File: config.mk
export PLATFORM = sky130hd
export DESIGN_NAME = xbus_sram_ctl
export DESIGN_NICKNAME = d
export VERILOG_FILES = /design/src/rtl/xbus_sram_pkg.sv /design/src/rtl/xbus_sram_ctl.sv
export SDC_FILE = /design/constraint.sdc
export NUM_CORES = 1
export LEC_CHECK = 0
export CAP_MARGIN = 10
export CORE_AREA = 2 2 103 105
export CTS_CLUSTER_DIAMETER = 100
export CTS_CLUSTER_SIZE = 25
export DETAILED_ROUTE_END_ITERATION = 16
export DIE_AREA = 0 0 105 107
export PLACE_DENSITY = 0.84
export SYNTH_ARGS = -nofsm -noshare
export SYNTH_HDL_FRONTEND = slang
export SYNTH_SLANG_ARGS = --single-unit
File: constraint.sdc
create_clock -name clk -period 5.05 [get_ports clk]
set_input_delay 0.505 -clock clk [delete_from_list [all_inputs] [get_ports clk]]
set_output_delay 0.505 -clock clk [all_outputs]
set_load 0.01 [all_outputs]
File: src/rtl/xbus_sram_pkg.sv
// Shared definitions for the xbus SRAM controller: FSM state encoding and
// halfword select values used to form the SRAM halfword address.
package xbus_sram_pkg;

    typedef enum logic [2:0] {
        S_IDLE = 3'd0,
        S_LO   = 3'd1,
        S_GAP  = 3'd2,
        S_HI   = 3'd3,
        S_DONE = 3'd4
    } state_t;

    localparam logic HW_LO = 1'b0;
    localparam logic HW_HI = 1'b1;

endpackage

File: src/rtl/xbus_sram_ctl.sv
// Splits one 32-bit xbus memory request into two 16-bit asynchronous SRAM
// accesses (low halfword first) and returns a one-cycle completion pulse.
module xbus_sram_ctl
    import xbus_sram_pkg::*;
#(
    parameter int ADDR_BITS   = 18,
    parameter int WAIT_CYCLES = 2
)(
    input  logic                 clk,
    input  logic                 reset,
    input  logic [21:0]          mem_addr,
    input  logic [31:0]          mem_wdata,
    input  logic                 mem_rd_req,
    input  logic                 mem_wr_req,
    output logic [31:0]          mem_rdata,
    output logic                 mem_rd_ready,
    output logic                 mem_wr_done,
    output logic                 busy,
    output logic [ADDR_BITS:0]   sram_a,
    output logic [15:0]          sram_dq_out,
    output logic                 sram_dq_oe,
    input  logic [15:0]          sram_dq_in,
    output logic                 sram_ce_n,
    output logic                 sram_oe_n,
    output logic                 sram_we_n,
    output logic                 sram_ub_n,
    output logic                 sram_lb_n
);

    localparam int CW = $clog2(WAIT_CYCLES) + 1;
    localparam logic [CW-1:0] PHASE_FIRST = CW'(1);
    localparam logic [CW-1:0] PHASE_LAST  = CW'(WAIT_CYCLES);

    state_t                r_state, w_state_nxt;
    logic [CW-1:0]         r_cnt, w_cnt_nxt;
    logic                  r_armed;
    logic                  r_is_write, w_is_write_nxt;
    logic [ADDR_BITS-1:0]  r_addr, w_addr_nxt;
    logic [31:0]           r_wdata, w_wdata_nxt;
    logic [31:0]           r_rdata;
    logic [ADDR_BITS:0]    r_sram_a, w_sram_a;
    logic [15:0]           r_dq_out, w_dq_out;
    logic                  r_dq_oe, w_dq_oe;
    logic                  r_ce_n, w_ce_n;
    logic                  r_oe_n, w_oe_n;
    logic                  r_we_n, w_we_n;
    logic                  w_accept;
    logic                  w_unused_addr_hi;

    assign w_unused_addr_hi = ^mem_addr[21:ADDR_BITS];

    assign w_accept = (r_state == S_IDLE) && r_armed && (mem_rd_req || mem_wr_req);

    // Next-state logic, then SRAM pin values decoded from the *next* state so
    // the pins come straight out of flops and never glitch toward the SRAM.
    always_comb begin
        w_state_nxt    = r_state;
        w_cnt_nxt      = r_cnt;
        w_is_write_nxt = r_is_write;
        w_addr_nxt     = r_addr;
        w_wdata_nxt    = r_wdata;
        w_ce_n         = 1'b1;
        w_oe_n         = 1'b1;
        w_we_n         = 1'b1;
        w_dq_oe        = 1'b0;
        w_dq_out       = r_dq_out;
        w_sram_a       = r_sram_a;

        case (r_state)
            S_IDLE: begin
                if (w_accept) begin
                    w_state_nxt    = S_LO;
                    w_cnt_nxt      = PHASE_FIRST;
                    w_is_write_nxt = mem_wr_req;
                    w_addr_nxt     = mem_addr[ADDR_BITS-1:0];
                    w_wdata_nxt    = mem_wdata;
                end
            end
            S_LO: begin
                if (r_cnt == PHASE_LAST) begin
                    w_state_nxt = S_GAP;
                    w_cnt_nxt   = '0;
                end else begin
                    w_cnt_nxt = r_cnt + PHASE_FIRST;
                end
            end
            S_GAP: begin
                w_state_nxt = S_HI;
                w_cnt_nxt   = PHASE_FIRST;
            end
            S_HI: begin
                if (r_cnt == PHASE_LAST) begin
                    w_state_nxt = S_DONE;
                    w_cnt_nxt   = '0;
                end else begin
                    w_cnt_nxt = r_cnt + PHASE_FIRST;
                end
            end
            S_DONE:  w_state_nxt = S_IDLE;
            default: w_state_nxt = S_IDLE;
        endcase

        // Phase cycle 1 and GAP keep WE high for address setup and hold.
        if (w_state_nxt inside {S_LO, S_GAP, S_HI}) begin
            w_ce_n   = 1'b0;
            w_sram_a = {w_addr_nxt, (w_state_nxt == S_HI) ? HW_HI : HW_LO};
            if (w_is_write_nxt) begin
                w_dq_oe  = 1'b1;
                w_dq_out = (w_state_nxt == S_HI) ? w_wdata_nxt[31:16] : w_wdata_nxt[15:0];
                w_we_n   = (w_state_nxt == S_GAP) || (w_cnt_nxt == PHASE_FIRST);
            end else begin
                w_oe_n = (w_state_nxt == S_GAP);
            end
        end
    end

    always_ff @(posedge clk) begin
        if (reset) begin
            r_state    <= S_IDLE;
            r_cnt      <= '0;
            r_armed    <= 1'b1;
            r_is_write <= 1'b0;
            r_addr     <= '0;
            r_wdata    <= '0;
            r_rdata    <= '0;
            r_sram_a   <= '0;
            r_dq_out   <= '0;
            r_dq_oe    <= 1'b0;
            r_ce_n     <= 1'b1;
            r_oe_n     <= 1'b1;
            r_we_n     <= 1'b1;
        end else begin
            r_state    <= w_state_nxt;
            r_cnt      <= w_cnt_nxt;
            r_is_write <= w_is_write_nxt;
            r_addr     <= w_addr_nxt;
            r_wdata    <= w_wdata_nxt;
            r_sram_a   <= w_sram_a;
            r_dq_out   <= w_dq_out;
            r_dq_oe    <= w_dq_oe;
            r_ce_n     <= w_ce_n;
            r_oe_n     <= w_oe_n;
            r_we_n     <= w_we_n;
            if (w_accept) begin
                r_armed <= 1'b0;
            end else if (!mem_rd_req && !mem_wr_req) begin
                r_armed <= 1'b1;
            end
            // Read data is captured on the last strobe cycle of each phase.
            if (!r_is_write && (r_cnt == PHASE_LAST)) begin
                if (r_state == S_LO) r_rdata[15:0]  <= sram_dq_in;
                if (r_state == S_HI) r_rdata[31:16] <= sram_dq_in;
            end
        end
    end

    assign busy         = (r_state != S_IDLE);
    assign mem_rd_ready = (r_state == S_DONE) && !r_is_write;
    assign mem_wr_done  = (r_state == S_DONE) && r_is_write;
    assign mem_rdata    = r_rdata;
    assign sram_a       = r_sram_a;
    assign sram_dq_out  = r_dq_out;
    assign sram_dq_oe   = r_dq_oe;
    assign sram_ce_n    = r_ce_n;
    assign sram_oe_n    = r_oe_n;
    assign sram_we_n    = r_we_n;
    assign sram_ub_n    = r_ce_n;
    assign sram_lb_n    = r_ce_n;

endmodule
# Yosys cells after proc, flatten, opt, wreduce, memory -nomap -nowiden
# Cells that the tools add are included.
word_totals:
  ff_bits: 128
  inputBits: 74
  output_inout_bits: 76
  wordCells: 67
op_classes:
  n_addsub: 1
  eq_ne: 9
  muxes: 19
  n_bitwise: 2
  reduce_logical: 22
ops:
  columns: ["operator", "n"]
  rows:
  - ["$mux W32", 2]
  - ["$mux W18", 2]
  - ["$mux W16", 1]
  - ["$eq A3 B2 Y1 const B", 4]
  - ["$pmux W3 S4", 1]
  - ["$mux W3", 3]
  - ["$mux W1", 7]
  - ["$eq A3 B1 Y1 const B", 2]
  - ["$logic_and A1 B1 Y1", 6]
  - ["$pmux W2 S3", 1]
  - ["$reduce_and A2 Y1", 3]
  - ["$reduce_bool A3 Y1", 2]
  - ["$reduce_or A3 Y1", 2]
  - ["$mux W2", 2]
  - ["$reduce_or A2 Y1", 2]
  - ["$eq A3 B3 Y1 const B", 1]
  - ["$logic_not A1 Y1", 3]
  - ["$logic_not A3 Y1", 1]
  - ["$add A2 B1 Y2 const B", 1]
  - ["$eq A2 B1 Y1 const B", 1]
  - ["$eq A2 B2 Y1 const B", 1]
  - ["$logic_or A1 B1 Y1", 2]
  - ["$not A1 Y1", 2]
  - ["$reduce_bool A2 Y1", 1]

# Longest topological paths before layout
depth:
  depth_word: 9
  depth_mapped: 8
  depth_no_buf: 4

# Worst setup path before layout
# OpenSTA, ideal clock, no wires.
synth_path:
  path_type: "input to register"
  start: "in mem_wr_req"
  end: "reg r_dq_out[11] (netlist: sram_dq_out[11])"
  setup_ps: 117
  arrival_time_ps: 1660
  t_required_ps: 4933
  slack_ps: 3273
  path_stages: 6
  n_path_buf: 2
  cell_sequence: "or2_0 -> clkbuf_1 -> clkbuf_1 -> and3_1 -> a211o_1 -> a32o_1"
synth_between:
  elab_chain_len: 7
  word_cells_on_any_way: 14
  classes_between: "eq/ne (3); mux (7); reduce/logical (4)"
synth_rtl:
  columns: ["element", "line_no", "rtl"]
  rows:
  - ["from (decl)", "xbus_sram_ctl.sv:14", "input logic mem_wr_req,"]
  - ["$logic_or A1 B1 Y1", "xbus_sram_ctl.sv:52", "assign w_accept = (r_state == S_IDLE) && r_armed && (mem_rd_req || mem_wr_req);"]
  - ["$logic_and A1 B1 Y1", "xbus_sram_ctl.sv:52", null]
  - ["$mux W3", "xbus_sram_ctl.sv:71", "if (w_accept) begin"]
  - ["$pmux W3 S4", "xbus_sram_ctl.sv:69", "case (r_state)"]
  - ["$eq A3 B1 Y1, or another cell as far along", "xbus_sram_ctl.sv:104", "if (w_state_nxt inside {S_LO, S_GAP, S_HI}) begin"]
  - ["$reduce_bool A3 Y1", "xbus_sram_ctl.sv:104", null]
  - ["$reduce_and A2 Y1 (no line)", null, null]
  - ["to (signal assigned)", "xbus_sram_ctl.sv:139", "r_dq_out <= w_dq_out;"]
  - ["to (decl)", "xbus_sram_ctl.sv:42", "logic [15:0] r_dq_out, w_dq_out;"]
# Parallel ways exist; a longest one is shown, timed or not.
# A chain may end at the register's enable or synchronous reset.

# Final worst setup path
layout_path:
  start: "reg r_state[0]"
  end: "reg r_dq_out[15] (netlist: sram_dq_out[15])"
layout_between:
  elab_chain_len: 8
  word_cells_on_any_way: 20
  classes_between: "eq/ne (6); mux (9); reduce/logical (5)"
layout_rtl:
  columns: ["element", "line_no", "rtl"]
  rows:
  - ["from (decl)", "xbus_sram_ctl.sv:34", "state_t r_state, w_state_nxt;"]
  - ["from (signal assigned)", "xbus_sram_ctl.sv:133", "r_state <= w_state_nxt;"]
  - ["$logic_not A3 Y1", "xbus_sram_ctl.sv:52, xbus_sram_ctl.sv:69", null]
  - ["$logic_and A1 B1 Y1 (2 in series)", "xbus_sram_ctl.sv:52", null]
  - ["$mux W3", "xbus_sram_ctl.sv:71", null]
  - ["$pmux W3 S4", "xbus_sram_ctl.sv:69", null]
  - ["$eq A3 B1 Y1, or another cell as far along", "xbus_sram_ctl.sv:104", null]
  - ["$reduce_bool A3 Y1", "xbus_sram_ctl.sv:104", null]
  - ["$reduce_and A2 Y1 (no line)", null, null]
# Parallel ways exist; a longest one is shown, timed or not.

==> impl_metrics.ini <==
[flow_run]
maxCapViolCount = 0

[timing]
fin_crit_ns = 3.140
timing.fmax_mhz = 318.5
worst_pin_slew_ns = 1.149
setup_violations = 0
report.final.hold_viol_count = 0
fin_skew_ns = 0.01104
maxSlewViolCount = 0
setup_ws_ns = 1.910
rsz0062_at_grt = no
fin_crit_sh_pct = 62.17
slew_headroom_pct = 23.39
final.setup.tns_ns = 0

[critical_path]
startpoint = r_state[0]
worstSetupPathType = reg -> reg
reg2reg_from = r_state[0]
cp-end-kind = register
r2r_setup_slack_ns = 1.91
start_kind = register
worstPathCellList = nor4b_4, nand2_4, a211o_1, a32o_1
required_ns = 5.44
worst_path_max_delay_cell = nor4b_4
cp_max_fo = 105
cpPeakStageDelay_ns = 0.95
arrival_ns = 3.52

[cts]
clock_sinks = 128
postCtsSetupBuffers = 0
ctsHoldBuffers = 0
cts-root-buf = clkbuf_8
clkLatencyLatePin_ns = 0.50
cts-buffers-inserted = 17
cts_tree = yes
htreeDepth = 4
ctsResizeCount = 0
cts.clk_slew.worst_paths_ns = 0.06
cts_max_path_buffers = 2

[logic_synthesis]
yosysTopAreaCellShare_pct = 50.44
synth_top_cell_by_area = dfxtp_1
ys_seq_elements = 128
ys_async_sr_fraction_pct = 0
synth_area_leaders = dfxtp_1 (50%), nand2_1 (10%), mux2i_1 (6.3%), a21oi_1 (5.4%), nor2_1 (4.0%)
synth-edff-count = 0
synth.most_common_cell = nand2_1
syn_avg_cell_area_um2 = 8.804
syn_area_mm2 = 0.005080
yosysSeqAreaShare_pct = 50.44
synth_cell_types = 40
synth_nets = 651
synth_cells = 577
yosys_warnings = 0
synthFlopType = dfxtp_1
synth_common_cells = nand2_1 (142), dfxtp_1 (128), a21oi_1 (55), nor2_1 (54), mux2i_1 (32)

[die]
die_h_um = 107
die-area_mm2 = 0.01124
die_width_um = 105
start_util_pct = 50.33
rows = 37
pin_count = 150
core_mm2 = 0.01009

[cells_and_area]
drive_gt1_share_pct = 5.966
antenna_cells = 0
finalNetCount = 766
areaGrowthSynthToFinish_pct = 38.10
fill_cells = 794

[placed_design]
gp_congestion = 0.7723
dp_slack_ns = 1.496
dp_hpwl_mm = 8.452
io_buffers = 145

[min_path]
worstHoldStart = r_wdata[31]
hold_path.class = reg -> reg

[power_and_ir_drop]
intPower_w = 0.002031
vdd_drop_max_mv = 0.2364
p_leak_nw = 2.926
clkPwrFrac_pct = 42.7
p_seq_share_pct = 41.2
switchingPower_w = 0.0007338
cellPowerDensity_mw_per_mm2 = 394.0
switching_share_pct = 26.54
p_comb_share_pct = 16.1

[routing]
antenna_left = 0
drt-pass1-iter-count = 5
drt-initial-drc-count = 221
wl_per_cell_um = 16.24
vias_per_cell = 5.443
post-route-drc-count = 0
wirelength_mm = 13.65
route.vias.total = 4572

[global_routing]
track_usage_pct = 23.98
grt-ovfl-total = 0
grt_antenna_before_repair = 0
grt_max_degree = 112
grt_pass1_vias = 4462
grt_pass1_wl_mm = 21.73

[outcome]
status = complete, no violations
[through the flow]
step           cell area [um^2]  cells  power (W)  util (%)  hold slack [ns]
2_1_floorplan              5080    577   0.001422         -           0.4312
3_3_place_gp               6429    808   0.001578     63.70           0.4389
3_5_place_dp               6429    808   0.001597     63.70           0.4427
4_1_cts                    7004    839   0.002780     69.40           0.4504
5_1_grt                    7015    840   0.002882     69.51           0.4719
6_report                   7015    840   0.002764     69.51           0.4489
[logic make-up after synthesis]
kind of cell / after synthesis / share of synthesized area, %
mux: 32 / 6.305
flops: 128 / 50.44
simple gates: 249 / 21.50
buf+inv: 52 / 5.665
compound gates: 115 / 15.91
xor+xnor: 1 / 0.1724
[final cells by class]
cell class | instances | area (um^2) | share of cell area [%]
sequential | 128 | 2562 | 36.53
inverter | 1 | 3.754 | 0.05350
clock inverter | 12 | 133.9 | 1.908
multi-input combinational | 397 | 2236 | 31.87
tap | 136 | 170.2 | 2.426
timing repair buffer | 147 | 1468 | 20.92
clock buffer | 19 | 441.7 | 6.296
[layout by cell type, fill, tap and decap left out, drive strengths merged, types with 2 or more instances in the layout]
master,n
clkdlybuf4s50,144
nand2,143
dfxtp,128
a21oi,56
nor2,55
mux2i,32
clkbuf,19
a311oi,18
and3,17
nand2b,17
a211o,16
a32o,16
clkinv,5
nor2b,4
inv,4
buf,3
nor3,2
o21ai,2
clkinvlp,2
bufinv,2
nand3b,2
or2,2
and2,2
[state kept, by name, summed over array words and instances (netlist names), 2 cells and up]
name,cells
r_state,3
mem_rdata,32
sram_dq_out,16
r_cnt,2
r_addr,18
r_wdata,32
sram_a,19
[power by group through the flow]
| stage | Combinational (W) | Sequential (W) | Clock, W |
|---|---|---|---|
| after floorplan | 0.000260 | 0.00116 | 0 |
| after global placement | 0.000425 | 0.00115 | 0 |
| after detailed placement | 0.000440 | 0.00116 | 0 |
| after CTS | 0.000444 | 0.00114 | 0.00120 |
| after global routing | 0.000485 | 0.00115 | 0.00125 |
| final | 0.000445 | 0.00114 | 0.00118 |
[routing by layer]
| metal | global-route usage (%) | up-vias | share of wire [%] |
|---|---|---|---|
| li1 | - | 2201 | - |
| met1 | 29.89 | 2195 | 41 |
| met2 | 40.54 | 168 | 52 |
| met3 | 7.112 | 8 | 6.4 |
| met4 | 6.476 | 0 | 0.89 |
| met5 | 0 | - | 0 |
[critical path, delay by kind of cell (launching register included)]
kind / cells / cell delay (ns)
AOI/OAI and AO/OA: 2 / 0.78
DFF: 1 / 0.44
and+or+nand+nor: 2 / 1.77
[worst paths after layout]
path                                   endpoint  cells past startpoint
worst max-delay path            sram_dq_out[15]                      4
worst min-delay path                r_wdata[31]                      2
worst max register to register  sram_dq_out[15]                      4
worst min register to register      r_wdata[31]                      2
(Power assumes the default switching activity.)
